==> src/rtl/addsub_pkg.sv <==
// rtl/addsub_pkg.sv - shared op encoding and result flag layout for the pipelined adder/subtractor
// Contents:
//   OP_ADD / OP_SUB : encoding of the operation input
//   flags_t         : registered result flags (carry, overflow, zero)
package addsub_pkg;

   localparam logic OP_ADD = 1'b0;
   localparam logic OP_SUB = 1'b1;

   typedef struct packed {
      logic carry;
      logic overflow;
      logic zero;
   } flags_t;

endpackage

==> src/rtl/pipelined_addsub_if.sv <==
// rtl/pipelined_addsub_if.sv - operand/result handshake bundle for pipelined_addsub
// Signals:
//   in_valid, in_ready, a, b, operation        : operand side (master drives, slave accepts)
//   out_valid, out_ready, sum, carry,
//   overflow, zero                             : result side (slave drives, master consumes)
// Modports: master = producer/consumer around the block, slave = the block itself.
interface pipelined_addsub_if #(
   parameter int W = 64
);

   logic         in_valid;
   logic         in_ready;
   logic [W-1:0] a;
   logic [W-1:0] b;
   logic         operation;
   logic         out_valid;
   logic         out_ready;
   logic [W-1:0] sum;
   logic         carry;
   logic         overflow;
   logic         zero;

   modport master (
      output in_valid, a, b, operation, out_ready,
      input  in_ready, out_valid, sum, carry, overflow, zero
   );

   modport slave (
      input  in_valid, a, b, operation, out_ready,
      output in_ready, out_valid, sum, carry, overflow, zero
   );

endinterface

==> src/rtl/addsub_slice.sv <==
// rtl/addsub_slice.sv - combinational SW-bit add slice with carry-in
// Ports:
//   a_i, b_i   : slice operands (b_i already inverted for subtract)
//   cin_i      : carry into the slice
//   sum_o      : slice sum
//   cout_o     : carry out of the slice MSB
//   msb_cin_o  : carry into the slice MSB (used for signed overflow)
module addsub_slice #(
   parameter int SW = 16
) (
   input  logic [SW-1:0] a_i,
   input  logic [SW-1:0] b_i,
   input  logic          cin_i,
   output logic [SW-1:0] sum_o,
   output logic          cout_o,
   output logic          msb_cin_o
);

   assign {cout_o, sum_o} = {1'b0, a_i} + {1'b0, b_i} + {{SW{1'b0}}, cin_i};

   // The MSB sum bit is a ^ b ^ cin, so the carry into it falls out directly.
   assign msb_cin_o = a_i[SW-1] ^ b_i[SW-1] ^ sum_o[SW-1];

endmodule

==> src/rtl/pipelined_addsub.sv <==
// rtl/pipelined_addsub.sv - STAGES-deep pipelined W-bit adder/subtractor with valid/ready flow control
// Ports:
//   clk  : clock, rising edge
//   rst  : synchronous active-high reset
//   bus  : pipelined_addsub_if slave (operands in, result + carry/overflow/zero out)
// Parameters:
//   W      : operand/result width, multiple of STAGES
//   STAGES : number of carry slices and register stages (latency in cycles)
module pipelined_addsub
   import addsub_pkg::*;
#(
   parameter int W      = 64,
   parameter int STAGES = 4
) (
   input  logic              clk,
   input  logic              rst,
   pipelined_addsub_if.slave bus
);

   localparam int SW = W / STAGES;

   if ((STAGES < 1) || (STAGES > W) || ((W % STAGES) != 0)) begin : g_param_check
      $error("pipelined_addsub: W must be a positive multiple of STAGES");
   end

   logic [STAGES-1:0] v_q;
   logic [STAGES-1:0] v_d;
   logic              advance;
   logic [W-1:0]      b_eff;
   logic              cin0;
   logic [W-1:0]      res_q;
   flags_t            flags_q;

   // Single global stall: the whole pipe moves only when the output slot is free or drained.
   assign advance = !v_q[STAGES-1] || bus.out_ready;

   // Subtract as A + ~B + 1 so carry stays exact for B = 0.
   assign b_eff = (bus.operation == OP_ADD) ? bus.b : ~bus.b;
   assign cin0  = (bus.operation == OP_SUB);

   always_comb begin
      v_d = v_q;
      if (advance) begin
         v_d[0] = bus.in_valid;
         for (int k = 1; k < STAGES; k++) begin
            v_d[k] = v_q[k-1];
         end
      end
   end

   always_ff @(posedge clk) begin
      if (rst) begin
         v_q <= '0;
      end else begin
         v_q <= v_d;
      end
   end

   for (genvar k = 0; k < STAGES; k++) begin : g_stage
      localparam int LO = k * SW;
      localparam int HI = LO + SW;

      // Operand bits from this slice upward; lower slices are already consumed.
      logic [W-LO-1:0] op_a;
      logic [W-LO-1:0] op_b;
      logic            s_cin;
      logic [SW-1:0]   s_sum;
      logic            s_cout;
      logic            s_msb_cin;
      // Finished result bits [HI-1:0] once this slice has added.
      logic [HI-1:0]   sum_d;

      if (k == 0) begin : g_src
         assign op_a  = bus.a;
         assign op_b  = b_eff;
         assign s_cin = cin0;
         assign sum_d = s_sum;
      end else begin : g_src
         assign op_a  = g_stage[k-1].g_reg.a_q;
         assign op_b  = g_stage[k-1].g_reg.b_q;
         assign s_cin = g_stage[k-1].g_reg.c_q;
         assign sum_d = {s_sum, g_stage[k-1].g_reg.sum_q};
      end

      addsub_slice #(
         .SW (SW)
      ) u_slice (
         .a_i       (op_a[SW-1:0]),
         .b_i       (op_b[SW-1:0]),
         .cin_i     (s_cin),
         .sum_o     (s_sum),
         .cout_o    (s_cout),
         .msb_cin_o (s_msb_cin)
      );

      if (k < STAGES - 1) begin : g_reg
         logic [W-HI-1:0] a_q;
         logic [W-HI-1:0] b_q;
         logic            c_q;
         logic [HI-1:0]   sum_q;

         // Datapath registers need no reset: the valid bits qualify them.
         always_ff @(posedge clk) begin
            if (advance) begin
               a_q   <= op_a[W-LO-1:SW];
               b_q   <= op_b[W-LO-1:SW];
               c_q   <= s_cout;
               sum_q <= sum_d;
            end
         end
      end else begin : g_out
         always_ff @(posedge clk) begin
            if (rst) begin
               res_q   <= '0;
               flags_q <= '0;
            end else if (advance) begin
               res_q            <= sum_d;
               flags_q.carry    <= s_cout;
               flags_q.overflow <= s_cout ^ s_msb_cin;
               flags_q.zero     <= ~|sum_d;
            end
         end
      end
   end

   assign bus.in_ready  = advance;
   assign bus.out_valid = v_q[STAGES-1];
   assign bus.sum       = res_q;
   assign bus.carry     = flags_q.carry;
   assign bus.overflow  = flags_q.overflow;
   assign bus.zero      = flags_q.zero;

endmodule

==> src/flat_wrapper.sv <==
// flat-port wrapper written by rule: the top's interface ports become plain ports
module pipelined_addsub_flat import addsub_pkg::*;
#(
   parameter int W      = 64,
   parameter int STAGES = 4
)
  (clk, rst, bus_in_valid, bus_a, bus_b, bus_operation, bus_out_ready, bus_in_ready, bus_out_valid, bus_sum, bus_carry, bus_overflow, bus_zero);
  pipelined_addsub_if #(.W(W)) bus_i ();
  input  logic clk;
  input  logic rst;
  input wire logic [$bits(bus_i.in_valid)-1:0] bus_in_valid;
  input wire logic [$bits(bus_i.a)-1:0] bus_a;
  input wire logic [$bits(bus_i.b)-1:0] bus_b;
  input wire logic [$bits(bus_i.operation)-1:0] bus_operation;
  input wire logic [$bits(bus_i.out_ready)-1:0] bus_out_ready;
  output wire logic [$bits(bus_i.in_ready)-1:0] bus_in_ready;
  output wire logic [$bits(bus_i.out_valid)-1:0] bus_out_valid;
  output wire logic [$bits(bus_i.sum)-1:0] bus_sum;
  output wire logic [$bits(bus_i.carry)-1:0] bus_carry;
  output wire logic [$bits(bus_i.overflow)-1:0] bus_overflow;
  output wire logic [$bits(bus_i.zero)-1:0] bus_zero;
  assign bus_i.in_valid = bus_in_valid;
  assign bus_i.a = bus_a;
  assign bus_i.b = bus_b;
  assign bus_i.operation = bus_operation;
  assign bus_i.out_ready = bus_out_ready;
  assign bus_in_ready = bus_i.in_ready;
  assign bus_out_valid = bus_i.out_valid;
  assign bus_sum = bus_i.sum;
  assign bus_carry = bus_i.carry;
  assign bus_overflow = bus_i.overflow;
  assign bus_zero = bus_i.zero;
  pipelined_addsub #(.W(W), .STAGES(STAGES)) u_core (.clk(clk), .rst(rst), .bus(bus_i));
endmodule
==> config.mk <==
export PLATFORM = sky130hd
export DESIGN_NAME = pipelined_addsub_flat
export DESIGN_NICKNAME = d
export VERILOG_FILES = /design/src/rtl/addsub_pkg.sv /design/src/rtl/pipelined_addsub_if.sv /design/src/rtl/addsub_slice.sv /design/src/rtl/pipelined_addsub.sv /design/src/flat_wrapper.sv
export SDC_FILE = /design/constraint.sdc
export NUM_CORES = 1
export LEC_CHECK = 0
export ABC_AREA = 1
export CAP_MARGIN = 20
export CORE_MARGIN = 2
export CORE_UTILIZATION = 38
export CTS_BUF_LIST = sky130_fd_sc_hd__clkbuf_16
export CTS_CLUSTER_DIAMETER = 40
export CTS_CLUSTER_SIZE = 8
export DETAILED_ROUTE_END_ITERATION = 12
export PLACE_DENSITY = 0.56
export SYNTH_ARGS = -nofsm -noshare
export SYNTH_HDL_FRONTEND = slang
export SYNTH_SLANG_ARGS = --single-unit
==> constraint.sdc <==
create_clock -name clk -period 41.3 [get_ports clk]
set_input_delay 8.26 -clock clk [delete_from_list [all_inputs] [get_ports clk]]
set_output_delay 8.26 -clock clk [all_outputs]
set_load 0.01 [all_outputs]
==> results.yml <==
detailed_routing:
  via_per_inst: 4.59
  dr.first_iter.drc_count: 561
  via_count: 9190
  drc_errors: 0
  avgRoutedWirePerCell_um: 15.3
  drtPass1Iterations: 5
  antenna_left: 0
  totalWireLength_um: 30700
critical_path:
  crit_top_cell: "clkdlybuf4s50_1"
  crit_start: "bus_out_ready"
  worst_ep_arrival_time_ns: 9.48
  cp_slowest_stage_delay_ns: 0.55
  crit_path_end_kind: "output pin"
  cp_max_fo: 2
  critical_path_buf_inv_count: 3
  critPathSlowestCell: "clkdlybuf4s50_1"
  start_kind: "input pin"
  path_cells: "clkdlybuf4s50_1 -> inv_1 -> nand2_4 -> clkdlybuf4s50_1"
  r2r_start: "u_core.v_q[3]$_SDFFE_PP0P_"
  worstPathRequired_ns: 33.04
  crit_type: "in2out"
  path_delay_family: "buffers and inverters"
sta:
  maxClockFrequency_mhz: 56.4
  timing_hold_violations_final: 0
  whs_ns: 0.409
  relSlewSlack_pct: 35.6
  fin_tns_setup_ns: 0
  fin_ws_ns: 23.56
  drv_slew: 0
  rsz0062_at_grt: "no"
  layout_min_cycle_time_ns: 17.74
  finClkSkew_ns: 0.0148
  tightest_slew_ns: 0.966
  post-route-period-util_pct: 42.9
  setup_violations: 0
floorplan:
  die_y_um: 202
  core.rowCount: 72
  pin_count: 202
  die_x_um: 202
  die_area_mm2: 0.0410
  initial_core_util_pct: 38.6
  core_area_mm2: 0.0387
placed_design:
  post-dp-hpwl_um: 21200
  io_buffers: 201
  place_ws_ns: 23.54
  place.gp.congestion: 0.852
  place_area_mm2: 0.0176
logic_synthesis:
  synth-seq-cells: 362
  syn_nets: 1393
  netlist_instances: 1193
  ys_seq_area_share_pct: 67.9
  syn_avg_cell_area_um2: 12.5
  synth_cell_type_count: 41
  yosysWarnings: 0
  syn_area_mm2: 0.0150
grt:
  overflow: 0
  antenna_found_initial: 0
  grt_pass1_vias: 9086
  grt_max_degree: 193
  grt_first_pass_wirelength_um: 47300
  grtUsageTotal_pct: 14.9
clock_tree:
  cts_max_path_buffers: 3
  cts_made_buffers: 60
  ctsHoldBuffers: 0
  clk_latency_ns: 0.58
  cts_tree: "done"
  clkTransAtPathRegs_ns: 0.05
  cts_sinks: 362
  cts_root_buf: "clkbuf_16"
  cts_setup_buffers: 0
  ctsResizeCount: 0
  htreeDepth: 2
run:
  cap_viol_max_count: 0
finish:
  fill_cells: 3418
  final_nets: 1634
  final_common_cell: "edfxtp_1"
  drive_above_1_share_pct: 7.81
  area_delta_synth_final_pct: 29.7
  fin_area_mm2: 0.0194
  mostFrequentLayoutCells: "edfxtp_1 (291), clkdlybuf4s50_1 (200), nand2_1 (143)"
  diodes: 0
  multi_input_area_mm2: 0.00430
  regArea_mm2: 0.0102
worst_hold_path:
  hp-class: "reg2reg"
  hp-start: "u_core.g_stage[1].g_reg.b_q[27]$_DFFE_PP_"
pwr:
  p_per_area_mw_per_mm2: 57.4
  leakage_nw: 8.06
  p_total_mw: 1.11
  ir_drop_uv: 27.3
run_status:
  status: "finished clean"
-- power breakdown --
part           leakage (nW)  switching (mW)  internal (mW)
sequential             3.66          0.0268          0.474
combinational          3.40          0.0945         0.0807
clock                  1.00           0.160          0.277
-- kinds of logic after synthesis --
kind of cell | Yosys count | share of synthesized area, %
flops | 362 | 67.9
buf+inv | 132 | 3.39
fa+ha+maj | 67 | 5.95
compound gates | 186 | 7.01
xor+xnor | 104 | 6.09
simple gates | 342 | 9.66
-- path summary, 6_finish.rpt --
| path | endpoint | slack (ns) | cells past startpoint |
|---|---|---|---|
| setup / recovery | bus_in_ready | 23.56 | 4 |
| setup reg to reg | u_core.bus.zero$_SDFFE_PP0P_ | 38.18 | 13 |
| hold reg to reg | u_core.g_stage[2].g_reg.b_q[11]$_DFFE_PP_ | 0.41 | 0 |
| hold / removal | u_core.g_stage[2].g_reg.b_q[11]$_DFFE_PP_ | 0.41 | 0 |
-- per-stage QoR --
step           util, %  std cells
6_report          50.1       2003
5_1_grt           50.1       2003
4_1_cts           50.1       2002
3_5_place_dp      45.3       1889
3_3_place_gp      45.3       1889
2_1_floorplan        -       1193
-- metal layers --
| layer | GRT usage [%] | part of all wire (%) | vias to the layer above |
|---|---|---|---|
| met5 | 0 | 0 | - |
| met4 | 6.57 | 2.9 | 0 |
| met3 | 4.29 | 6.5 | 62 |
| met2 | 25.1 | 48 | 235 |
| met1 | 17.7 | 42 | 4250 |
| li1 | - | - | 4643 |
-- state kept, by name, indices dropped and copies added, names as in the netlist --
register,cells
u_core.g_stage.g_reg.a_q,96
u_core.g_stage.g_reg.b_q,96
u_core.g_stage.g_reg.sum_q,96
u_core.bus.sum,64
u_core.v_q,4
u_core.g_stage.g_reg.c_q,3
u_core.bus.carry,1
u_core.bus.overflow,1
u_core.bus.zero,1
-- worst reg2reg max path: stages (launching register included) --
cell     delay (ns)
dfxtp_1        0.34
nand2_4        0.14
buf_4          0.51
buf_4          0.83
nand2_1        0.15
nor2_1         0.13
nand3_1        0.08
nor2_1         0.22
nand3_1        0.10
nor2_1         0.16
nand3_1        0.10
nor2_1         0.10
nand4_1        0.08
a21oi_1        0.12
-- layout make-up --
| type | count | area share, % |
|---|---|---|
| repair buffers | 207 | 10.7 |
| clock inverters | 50 | 1.31 |
| flip-flops and latches | 362 | 52.3 |
| clock buffers | 63 | 8.12 |
| well taps | 518 | 3.34 |
| inverters | 104 | 2.01 |
| multi-input cells | 699 | 22.2 |
-- synth_stat cells (all sizes together) --
cell type	number	area [um^2]
or2	1	6.26
a211oi	1	7.51
nand3b	6	45.0
inv	103	387
o31ai	3	22.5
xor2	93	815
o21a	2	15.0
edfxtp	291	8740
o21bai	7	52.6
a31oi	3	18.8
a21o	2	15.0
nor2	121	454
nor3	5	30.0
and3	1	6.26
fa	7	140
a21oi	75	390
dfxtp	71	1420
nand2	159	634
ha	60	751
clkinv	1	3.75
xnor2	11	96.3
a221o	1	10.0
clkbuf	20	75.1
o21ai	78	409
nor3b	1	7.51
nand3	39	205
and2	1	6.26
buf	8	42.5
o211ai	9	67.6
nor4	1	6.26
nand4	7	43.8
a21boi	3	22.5
o2111ai	2	17.5
Note: power is estimated with default switching activity, not from simulation.
